File: config.mk
export PLATFORM = sky130hd
export DESIGN_NAME = uart_rx_fifo_flat
export DESIGN_NICKNAME = d
export VERILOG_FILES = /design/src/rtl/uart_rx_fifo_if.sv /design/src/rtl/uart_rx_fifo.sv /design/src/flat_wrapper.sv
export SDC_FILE = /design/constraint.sdc
export NUM_CORES = 1
export LEC_CHECK = 0
export BUFFER_PORTS_ARGS = -buffer_cell sky130_fd_sc_hd__buf_2
export CAP_MARGIN = 10
export CORE_ASPECT_RATIO = 1.75
export CORE_MARGIN = 1.5
export CORE_UTILIZATION = 37
export DETAILED_ROUTE_END_ITERATION = 12
export PLACE_DENSITY_LB_ADDON = 0.1
export SLEW_MARGIN = 15
export SYNTH_ARGS = -nofsm -noshare
export SYNTH_HDL_FRONTEND = slang
export SYNTH_SLANG_ARGS = --single-unit
File: constraint.sdc
create_clock -name clk -period 7 [get_ports clk]
set_input_delay 1.05 -clock clk [delete_from_list [all_inputs] [get_ports clk]]
set_output_delay 1.05 -clock clk [all_outputs]
set_load 0.005 [all_outputs]
File: src/rtl/uart_rx_fifo_if.sv
// Bus bundle between the UART receive buffer and its neighbours: frame capture
// inputs from the receiver, FWFT read port and status outputs toward the host.
interface uart_rx_fifo_if #(
    parameter int ADDR_W = 4
);
    logic [7:0]      rx_data;
    logic [2:0]      rx_error;
    logic            rx_done;
    logic            rd_en;
    logic            clr_overrun;

    logic            rd_valid;
    logic [7:0]      rd_data;
    logic [2:0]      rd_error;
    logic [ADDR_W:0] count;
    logic            full;
    logic            empty;
    logic            overrun;
    logic [7:0]      err_cnt;

    // master drives frames and read requests; slave is the buffer itself
    modport master (
        output rx_data, rx_error, rx_done, rd_en, clr_overrun,
        input  rd_valid, rd_data, rd_error, count, full, empty, overrun, err_cnt
    );

    modport slave (
        input  rx_data, rx_error, rx_done, rd_en, clr_overrun,
        output rd_valid, rd_data, rd_error, count, full, empty, overrun, err_cnt
    );
endinterface

File: src/rtl/uart_rx_fifo.sv
// UART receive buffer: captures one frame per rising edge of the receiver done
// flag into a first-word-fall-through FIFO, with overrun and error-frame tracking.
module uart_rx_fifo #(
    parameter int DEPTH    = 16,
    parameter int ADDR_W   = 4,
    parameter int DROP_ERR = 0
) (
    input  logic             clk,
    input  logic             rst_n,
    uart_rx_fifo_if.slave    bus
);

    localparam logic [ADDR_W:0] FULL_COUNT = (ADDR_W + 1)'(DEPTH);
    localparam logic [7:0]      ERR_MAX    = 8'hFF;
    localparam bit              DROP_EN    = (DROP_ERR != 0);

    // each entry is {error flags, data byte}
    logic [10:0]       mem_q [DEPTH];

    logic              done_q, done_d;
    logic [ADDR_W-1:0] wr_ptr_q, wr_ptr_d;
    logic [ADDR_W-1:0] rd_ptr_q, rd_ptr_d;
    logic [ADDR_W:0]   count_q, count_d;
    logic              overrun_q, overrun_d;
    logic [7:0]        err_cnt_q, err_cnt_d;

    logic              wr_req;
    logic              has_err;
    logic              store_cand;
    logic              pop;
    logic              wr_en;
    logic              drop;
    logic              full;
    logic              empty;

    assign full  = (count_q == FULL_COUNT);
    assign empty = (count_q == '0);

    always_comb begin
        wr_req     = 1'b0;
        has_err    = 1'b0;
        store_cand = 1'b0;
        pop        = 1'b0;
        wr_en      = 1'b0;
        drop       = 1'b0;
        done_d     = bus.rx_done;
        wr_ptr_d   = wr_ptr_q;
        rd_ptr_d   = rd_ptr_q;
        count_d    = count_q;
        overrun_d  = overrun_q;
        err_cnt_d  = err_cnt_q;

        wr_req     = bus.rx_done & ~done_q;
        has_err    = (bus.rx_error != 3'b000);
        store_cand = wr_req & ~(DROP_EN & has_err);
        pop        = bus.rd_en & ~empty;
        // a simultaneous pop frees the slot the new frame lands in
        wr_en      = store_cand & (~full | pop);
        drop       = store_cand & full & ~pop;

        if (wr_req && has_err && (err_cnt_q != ERR_MAX)) begin
            err_cnt_d = err_cnt_q + 8'd1;
        end

        if (wr_en) begin
            wr_ptr_d = wr_ptr_q + 1'b1;
        end
        if (pop) begin
            rd_ptr_d = rd_ptr_q + 1'b1;
        end

        case ({wr_en, pop})
            2'b10:   count_d = count_q + 1'b1;
            2'b01:   count_d = count_q - 1'b1;
            default: count_d = count_q;
        endcase

        if (drop) begin
            overrun_d = 1'b1;
        end else if (bus.clr_overrun) begin
            overrun_d = 1'b0;
        end
    end

    // done_q resets high so a done level held through reset release is not a new frame
    always_ff @(posedge clk or negedge rst_n) begin
        if (!rst_n) begin
            done_q    <= 1'b1;
            wr_ptr_q  <= '0;
            rd_ptr_q  <= '0;
            count_q   <= '0;
            overrun_q <= 1'b0;
            err_cnt_q <= '0;
        end else begin
            done_q    <= done_d;
            wr_ptr_q  <= wr_ptr_d;
            rd_ptr_q  <= rd_ptr_d;
            count_q   <= count_d;
            overrun_q <= overrun_d;
            err_cnt_q <= err_cnt_d;
        end
    end

    always_ff @(posedge clk) begin
        if (wr_en) begin
            mem_q[wr_ptr_q] <= {bus.rx_error, bus.rx_data};
        end
    end

    assign bus.rd_valid = ~empty;
    assign bus.rd_data  = mem_q[rd_ptr_q][7:0];
    assign bus.rd_error = mem_q[rd_ptr_q][10:8];
    assign bus.count    = count_q;
    assign bus.full     = full;
    assign bus.empty    = empty;
    assign bus.overrun  = overrun_q;
    assign bus.err_cnt  = err_cnt_q;

endmodule

File: src/flat_wrapper.sv
// flat-port wrapper written by rule: the top's interface ports become plain ports
module uart_rx_fifo_flat 
#(
    parameter int DEPTH    = 16,
    parameter int ADDR_W   = 4,
    parameter int DROP_ERR = 0
)
  (clk, rst_n, bus_rx_data, bus_rx_error, bus_rx_done, bus_rd_en, bus_clr_overrun, bus_rd_valid, bus_rd_data, bus_rd_error, bus_count, bus_full, bus_empty, bus_overrun, bus_err_cnt);
  uart_rx_fifo_if #(.ADDR_W(ADDR_W)) bus_i ();
  input  logic clk;
  input  logic rst_n;
  input wire logic [$bits(bus_i.rx_data)-1:0] bus_rx_data;
  input wire logic [$bits(bus_i.rx_error)-1:0] bus_rx_error;
  input wire logic [$bits(bus_i.rx_done)-1:0] bus_rx_done;
  input wire logic [$bits(bus_i.rd_en)-1:0] bus_rd_en;
  input wire logic [$bits(bus_i.clr_overrun)-1:0] bus_clr_overrun;
  output wire logic [$bits(bus_i.rd_valid)-1:0] bus_rd_valid;
  output wire logic [$bits(bus_i.rd_data)-1:0] bus_rd_data;
  output wire logic [$bits(bus_i.rd_error)-1:0] bus_rd_error;
  output wire logic [$bits(bus_i.count)-1:0] bus_count;
  output wire logic [$bits(bus_i.full)-1:0] bus_full;
  output wire logic [$bits(bus_i.empty)-1:0] bus_empty;
  output wire logic [$bits(bus_i.overrun)-1:0] bus_overrun;
  output wire logic [$bits(bus_i.err_cnt)-1:0] bus_err_cnt;
  assign bus_i.rx_data = bus_rx_data;
  assign bus_i.rx_error = bus_rx_error;
  assign bus_i.rx_done = bus_rx_done;
  assign bus_i.rd_en = bus_rd_en;
  assign bus_i.clr_overrun = bus_clr_overrun;
  assign bus_rd_valid = bus_i.rd_valid;
  assign bus_rd_data = bus_i.rd_data;
  assign bus_rd_error = bus_i.rd_error;
  assign bus_count = bus_i.count;
  assign bus_full = bus_i.full;
  assign bus_empty = bus_i.empty;
  assign bus_overrun = bus_i.overrun;
  assign bus_err_cnt = bus_i.err_cnt;
  uart_rx_fifo #(.DEPTH(DEPTH), .ADDR_W(ADDR_W), .DROP_ERR(DROP_ERR)) u_core (.clk(clk), .rst_n(rst_n), .bus(bus_i));
endmodule
== After elaboration in Yosys (flattened, before gate mapping) ==
Memory sizes are Yosys's and may differ from the RTL's.
Index checks and enable logic that the tools add are counted.

* Bits in registers: 23
* Bits in writable memories: 176
* Input bits: 16
* Memories kept: 1

{| class="wikitable"
|+ Memories
! memory !! depth !! width !! rd ports !! clocked after memory_dff !! write ports !! line !! source
|-
| u_core.mem_q || 16 || 11 || 1 || 0 || 1 || uart_rx_fifo.sv:18 || <nowiki>logic [10:0] mem_q [DEPTH];</nowiki>
|}

* Add/subtract/negate cells: 5
* Equal/unequal tests: 4
* Muxes and demuxes: 5
* Bitwise operators: 10
* Reductions and logical operators: 6

{| class="wikitable"
|+ Operators with widths
! cell !! number
|-
| one-hot mux 5 bit (2 select lines) || 1
|-
| adder 4 x 1 -> 4 bit (second input constant) || 2
|-
| adder 8 x 1 -> 8 bit (second input constant) || 1
|-
| inequality test 8 bit (second input constant) || 1
|-
| adder 5 x 1 -> 5 bit (second input constant) || 1
|-
| bitwise AND 1 bit || 5
|-
| equality test 5 bit (second input constant) || 1
|-
| zero test 5 bit || 1
|-
| subtractor 5 x 1 -> 5 bit (second input constant) || 1
|-
| 2-to-1 mux 1 bit || 4
|-
| inverter 1 bit || 4
|-
| nonzero test 2 bit || 2
|-
| nonzero test 3 bit || 1
|-
| equality test 2 x 1 -> 1 bit (second input constant) || 1
|-
| equality test 2 bit (second input constant) || 1
|-
| logical AND 1 bit || 2
|-
| bitwise OR 1 bit || 1
|}

== Logic depth before layout (Yosys ltp) ==
Gate-level depths: netlist of the first run.

* Word-level depth: 7
* Gate-level depth with buffers: 9

== Worst setup path after synthesis of the first run ==
OpenSTA, ideal clock, no wires.

* Path kind: input -> register
* Start point: in bus_rd_en
* End point: mem u_core.mem_q[3][0] (enable)
* Arrival time: 2.812 ns
* Required time: 6.607 ns
* Slack: 3.794 ns
* Cell stages on the path: 5
* Buffers on the path: 1
* Path through: clkbuf_1 nor2b_1 a21oi_1 nand2_1 nor3_1

* Longest elaborated chain between the ends: 5

{| class="wikitable"
|+ RTL lines
! element !! line !! source
|-
| from (decl) || flat_wrapper.sv:15 || <nowiki>input wire logic [$bits(bus_i.rd_en)-1:0] bus_rd_en;</nowiki>
|-
| bitwise AND 1 bit || uart_rx_fifo.sv:56 || <nowiki>pop = bus.rd_en & ~empty;</nowiki>
|-
| bitwise OR 1 bit || uart_rx_fifo.sv:58 || <nowiki>wr_en = store_cand & (~full | pop);</nowiki>
|-
| bitwise AND 1 bit || uart_rx_fifo.sv:58 ||
|-
| 2-to-1 mux 1 bit || uart_rx_fifo.sv:105 || <nowiki>if (wr_en) begin</nowiki>
|-
| 2-to-1 mux 1 bit (not written as such) || uart_rx_fifo.sv:106 || <nowiki>mem_q[wr_ptr_q] <= {bus.rx_error, bus.rx_data};</nowiki>
|-
| to (decl) || uart_rx_fifo.sv:18 ||
|}

Every way passes these cells.

== Final worst setup path of the first run ==
* Start point: reg u_core.rd_ptr_q[0]
* End point: out bus_rd_error[2]

* Longest elaborated chain between the ends: 1

{| class="wikitable"
|+ RTL lines
! element !! line !! source
|-
| from (decl) || uart_rx_fifo.sv:22 || <nowiki>logic [ADDR_W-1:0] rd_ptr_q, rd_ptr_d;</nowiki>
|-
| from (signal assigned) || uart_rx_fifo.sv:97 || <nowiki>rd_ptr_q <= rd_ptr_d;</nowiki>
|-
| memory read (16 x 11 bit) || - ||
|-
| to (decl) || flat_wrapper.sv:19 || <nowiki>output wire logic [$bits(bus_i.rd_error)-1:0] bus_rd_error;</nowiki>
|}

Every way passes these cells.

==> flow_summary.yaml, run 1 <==
outcome:
  outcome: "finished clean"
yosys:
  syn_nets: 454
  synthArstFlopShare_pct: 11.6
  syn-instance-count: 428
  synth_top_family_by_area: "multiplexers"
  synth_fa_ha_area_share_pct: 1.66
  synthTopCellsByArea: "edfxtp_1 66%, mux4_2 12%, dfrtp_1 6.9%"
  synth.avg_cell_area_um2: 18.7
  synth_edf_count: 176
  synthSimpleGateAreaFrac_pct: 5.20
  yosys_register_bits: 199
  netlist_area_um2: 8000
  synth_top_area_share_pct: 66.1
  synthXorXnorAreaFrac_pct: 1.31
  synth.distinct_cells: 41
  synth_warnings: 0
  yosysTopAreaCell: "edfxtp_1"
  synthMuxAreaShare_pct: 12.9
  synth_top_flop_cell: "edfxtp_1"
  synth_seq_area_share_pct: 73.3
  synth_compound_area_share_pct: 4.12
floorplan:
  std_cell_rows: 71
  core_area_um2: 21300
  die_h_um: 197
  start_util_pct: 37.5
  io-pin-count: 44
  fp.dieW_um: 114
  die_area_um2: 22500
power:
  vdd_drop_max_v: 0.000159
  power_leakage_nw: 3.04
  power_mw: 3.48
  power_density_nw_per_um2: 384
sta:
  slew-limit-headroom_pct: 22.8
  rsz0062_at_grt: "no"
  min_period_ns: 4.14
  tns_ns: 0
  finalSetupViolations: 0
  fin_crit_sh_pct: 59.2
  finalMaxSlewViolations: 0
  setup_ws_ns: 2.86
  hold_viol: 0
  fmax_mhz: 241
  skew_ns: 0.00882
  holdWs_ns: 0.526
  worstMarginPinSlew_ns: 1.15
clock_tree:
  ctsHoldBuffers: 0
  cts_inserted_buffers: 17
  cts_setup_buffers: 0
  ctsLongestPathBuffers: 2
  clk_latency_ns: 0.43
  cts_tree: "built"
  htree_levels: 4
  clkTransAtPathRegs_ns: 0.07
  cts.sinks: 199
  clock-root-buffer: "clkbuf_16"
  cts_resized: 0
drt:
  routed_wl_mm: 18.2
  dr.pass1.iters: 5
  wl_per_cell_um: 24.6
  vias: 4013
  via_per_inst: 5.44
  drcViolationCount: 0
  drtIter0Drc: 280
  ant_nets: 0
grt:
  grt_first_pass_wirelength_mm: 27.1
  antenna_found_initial: 0
  globalRouteTotalUtil_pct: 17.3
  grt_overflow: 0
  use_met2_pct: 32.2
  use_met1_pct: 19.7
  busiest_layer: "met2"
  use_met3_pct: 3.13
  grt_max_degree: 45
  first_global_vias: 4180
placed_design:
  dp_slack_ns: 3.20
  io_buffers: 43
  place_hpwl_mm: 12.3
  gp_congestion: 0.733
critical_path:
  worstPathMaxFanout: 26
  cp.arrival_ns: 3.09
  cp-start-kind: "register"
  crit_type: "reg -> out"
  crit_required_ns: 5.95
  worst_setup_path_end_kind: "output pin"
  reg2reg_slack_ns: 4.01
layout:
  layout-drive-gt1-share_pct: 27.7
  area_growth_pct: 13.2
  fillers: 1890
  nets: 497
  diodes: 0
hold_path:
  hp-class: "reg -> reg"
flow_run:
  drv_cap: 0
per-layer routing:
metal	part of all wire, %	routed length (um)
met1	38	6960
met2	57	10300
met3	3.3	605
met4	1.6	296
met5	0	0
per-stage QoR:
step / util, % / cell area (um^2) / instances
final: 42.4 / 9050 / 738
after global routing: 42.4 / 9050 / 738
after CTS: 42.4 / 9040 / 738
after detailed placement: 39.8 / 8480 / 707
after global placement: 39.8 / 8480 / 707
after floorplan: - / 8000 / 428
cell type report:
class	count	area, um^2	area share [%]
clock inverter	14	131	1.45
sequential	199	5860	64.8
clock buffer	17	425	4.70
tap	255	319	3.53
multi-input combinational	200	2050	22.6
inverter	8	30.0	0.332
timing repair buffer	45	230	2.54
kinds of logic after synthesis:
| logic type | after synthesis |
|---|---|
| muxes | 48 |
| DFF | 199 |
| xor gates and xnor gates | 12 |
| and+or+nand+nor | 85 |
| buffers and inverters | 29 |
| adders and majority gates | 10 |
| AOI/OAI and AO/OA | 45 |
critical path, cell delays in order (launching register included):
cell and delay [ns]:
dfrtp_2 0.94, buf_4 0.54, mux4_2 0.59, a22oi_1 0.32, nand2_1 0.10, buf_2 0.14
Yosys cell counts (all sizes together) (4+ instances only):
cell type	count
a22oi	22
and2	4
buf	9
nor3	6
dfrtp	22
mux4	44
nand2	28
ha	9
edfxtp	176
clkbuf	12
o211ai	5
nand2b	5
nor2b	5
nor2	21
a21oi	6
inv	8
xnor2	10
o21ai	4
report_power, final:
| part | switching [mW] | internal, mW | total [mW] |
|---|---|---|---|
| Combinational | 0.521 | 0.459 | 0.980 |
| Sequential | 0.149 | 1.40 | 1.55 |
| Clock | 0.424 | 0.521 | 0.946 |
| Total | 1.10 | 2.38 | 3.48 |
state kept, by name (all words and copies together) (netlist names):
register            cells
u_core.wr_ptr_q         4
u_core.rd_ptr_q         4
u_core.done_q           1
u_core.bus.count        5
u_core.bus.overrun      1
u_core.bus.err_cnt      8
u_core.mem_q          176
cells in the final DEF (no fill, tap or decap), types with 3 or more instances in the layout:
master and n:
and3_1 3, mux4_2 44, xnor2_1 10, nand2b_1 5
nor2b_1 5, clkinv_2 6, mux2_2 3, dfrtp_1 20
buf_2 43, ha_1 9, nand2_1 28, edfxtp_1 176
inv_1 8, a22oi_1 22, inv_6 3, nor2_1 19
nand4_1 3, o21ai_0 4, nor3_2 3, and2_1 4
a21oi_1 6, nand3_1 3, clkbuf_16 17, o211ai_1 3
worst paths after layout:
check / from / to / depth (start not counted)
max: u_core.rd_ptr_q[0] / bus_rd_error[2] / 5
max reg2reg: u_core.done_q / u_core.mem_q[7][9] / 4
min reg2reg: u_core.bus.overrun / u_core.bus.overrun / 2
min: u_core.bus.overrun / u_core.bus.overrun / 2
max in group asynchronous: rst_n / u_core.rd_ptr_q[0] / 1
min in group asynchronous: rst_n / u_core.bus.overrun / 1
No activity file was read; power rests on OpenSTA's default activity.
==> inputs of run 2 (changes only) <==
==> constraint.sdc (replaced) <==
create_clock -name clk -period 4.1 [get_ports clk]
set_input_delay 0.615 -clock clk [delete_from_list [all_inputs] [get_ports clk]]
set_output_delay 0.615 -clock clk [all_outputs]
set_load 0.005 [all_outputs]
==> run 2 against run 1 <==
Effect of this change:
- register-to-register slack lost 2.6 ns
- count of clock-buffer cells in the layout is 2 higher
- global-route usage is 0.53 points lower
- sequential cell count did not move
- total power grew 73%
- largest cell class unchanged
- sequential share of layout area is 1.1 points lower
- sequential power grew 68%
==> flow_summary.yaml, run 2 (synthesis gave the netlist of run 1 again) <==
placed_design:
  io_buffers: 43
  place_hpwl_mm: 11.5
  placed_area_um2: 8610
  gp_congestion: 0.769
  dp.cells: 723
drt:
  wl_per_cell_um: 23.3
  ant_nets: 0
  via_per_inst: 5.29
  dr.pass1.iters: 4
  vias: 3996
  drtIter0Drc: 216
  drcViolationCount: 0
  routed_wl_mm: 17.6
grt:
  antenna_found_initial: 0
  grt_overflow: 0
  globalRouteTotalUtil_pct: 16.7
  grt_max_degree: 32
  grt_first_pass_wirelength_mm: 26.7
  first_global_vias: 4351
critical_path:
  r2r_start: "u_core.done_q"
  slowest_stage: "dfrtp_2"
  rr_worst_depth: 4
  crit_type: "reg -> out"
  worst_setup_path_end_kind: "output pin"
  max_stage_delay_ns: 0.82
  worstPathMaxFanout: 27
  crit_required_ns: 3.48
  r2r_end: "u_core.mem_q[1][3]"
  worstPathCellList: "buf_4 > mux4_2 > a22oi_1 > nand2_1 > buf_2"
  cp.arrival_ns: 2.57
  cp-start-kind: "register"
  reg2reg_slack_ns: 1.42
clock_tree:
  cts_tree: "built"
  clk_latency_ns: 0.43
  htree_levels: 4
  clock-root-buffer: "clkbuf_16"
  cts_resized: 0
  ctsHoldBuffers: 0
  cts_setup_buffers: 0
  cts.sinks: 199
  clkTransAtPathRegs_ns: 0.07
  ctsLongestPathBuffers: 2
  cts_inserted_buffers: 17
floorplan:
  die_area_um2: 22500
  io-pin-count: 44
  core_area_um2: 21300
  std_cell_rows: 71
  fp.dieW_um: 114
  die_h_um: 197
  start_util_pct: 37.5
sta:
  tns_ns: 0
  holdWs_ns: 0.186
  rsz0062_at_grt: "no"
  slew-limit-headroom_pct: 30.5
  worstMarginPinSlew_ns: 1.04
  fin_crit_sh_pct: 77.6
  skew_ns: 0.00780
  fmax_mhz: 314
  finalMaxSlewViolations: 0
  min_period_ns: 3.18
  hold_viol: 0
  finalSetupViolations: 0
layout:
  layout-drive-gt1-share_pct: 29.2
  largest_reg_flops: 176
  nets: 513
  design_area_um2: 9200
  final_common_cell: "edfxtp_1"
  area_growth_pct: 15.1
  diodes: 0
  top_register: "u_core.mem_q"
  final_cell_mix: "176 x edfxtp_1, 44 x mux4_2, 43 x buf_2"
  fin_cells: 755
power:
  power_density_nw_per_um2: 654
  vdd_drop_max_v: 0.000402
  power_leakage_nw: 3.14
outcome:
  outcome: "finished clean"
flow_run:
  drv_cap: 0
hold_path:
  hp-class: "in -> async"
-- run 2: cell count changes in the layout (fill, tap and decap cells not counted), sizes merged --
cell and delta:
inv -2, buf +16, clkinvlp -1, bufinv +1
clkbuf +2, clkinv +1
-- run 2: worst max-delay path, delay by kind of cell (launching register included) --
family | cells | cell delay (ns)
AOI/OAI and AO/OA | 1 | 0.37
DFF | 1 | 0.82
and+or+nand+nor | 1 | 0.10
buffers and inverters | 2 | 0.50
muxes | 1 | 0.33
-- run 2: power breakdown --
group	switching (mW)	internal, mW
Combinational	0.913	0.818
Sequential	0.218	2.39
Clock	0.718	0.957
Total	1.85	4.17
-- run 2: per-stage QoR --
stage | setup slack (ns) | power, mW | utilization, %
2_1_floorplan | 1.33 | 3.74 | -
3_3_place_gp | 1.20 | 4.39 | 40.4
3_5_place_dp | 1.10 | 4.42 | 40.4
4_1_cts | 0.886 | 6.10 | 43.2
5_1_grt | 0.788 | 6.34 | 43.2
6_report | 0.916 | 6.02 | 43.2
-- run 2: how the worst max path moves through the flow --
stage	startpoint	end	slack [ns]	cells past startpoint
global route	u_core.rd_ptr_q[1]	bus_rd_data[2]	0.79	5
global placement	bus_rx_done	u_core.mem_q[0][0]	1.20	5
CTS	u_core.rd_ptr_q[1]	bus_rd_data[2]	0.89	5
finish	u_core.rd_ptr_q[1]	bus_rd_data[2]	0.92	5
detailed placement	bus_rx_done	u_core.mem_q[1][1]	1.10	5
floorplan	bus_rd_en	u_core.mem_q[3][0]	1.33	5
-- run 2: layer usage --
layer	vias up	routed length (um)	track usage, %
met2	86	9960	31.1
li1	1823	-	-
met1	2072	6730	18.5
met4	0	345	6.25
met3	15	537	3.56
met5	-	0	0
-- run 2: area by class of cell --
type | instances | area, um^2
fillers | 1894 | 12100
flip-flops and latches | 199 | 5860
multi-input cells | 200 | 2040
clock buffers | 19 | 433
repair buffers | 61 | 363
well taps | 255 | 319
clock inverters | 13 | 155
inverters | 8 | 30.0
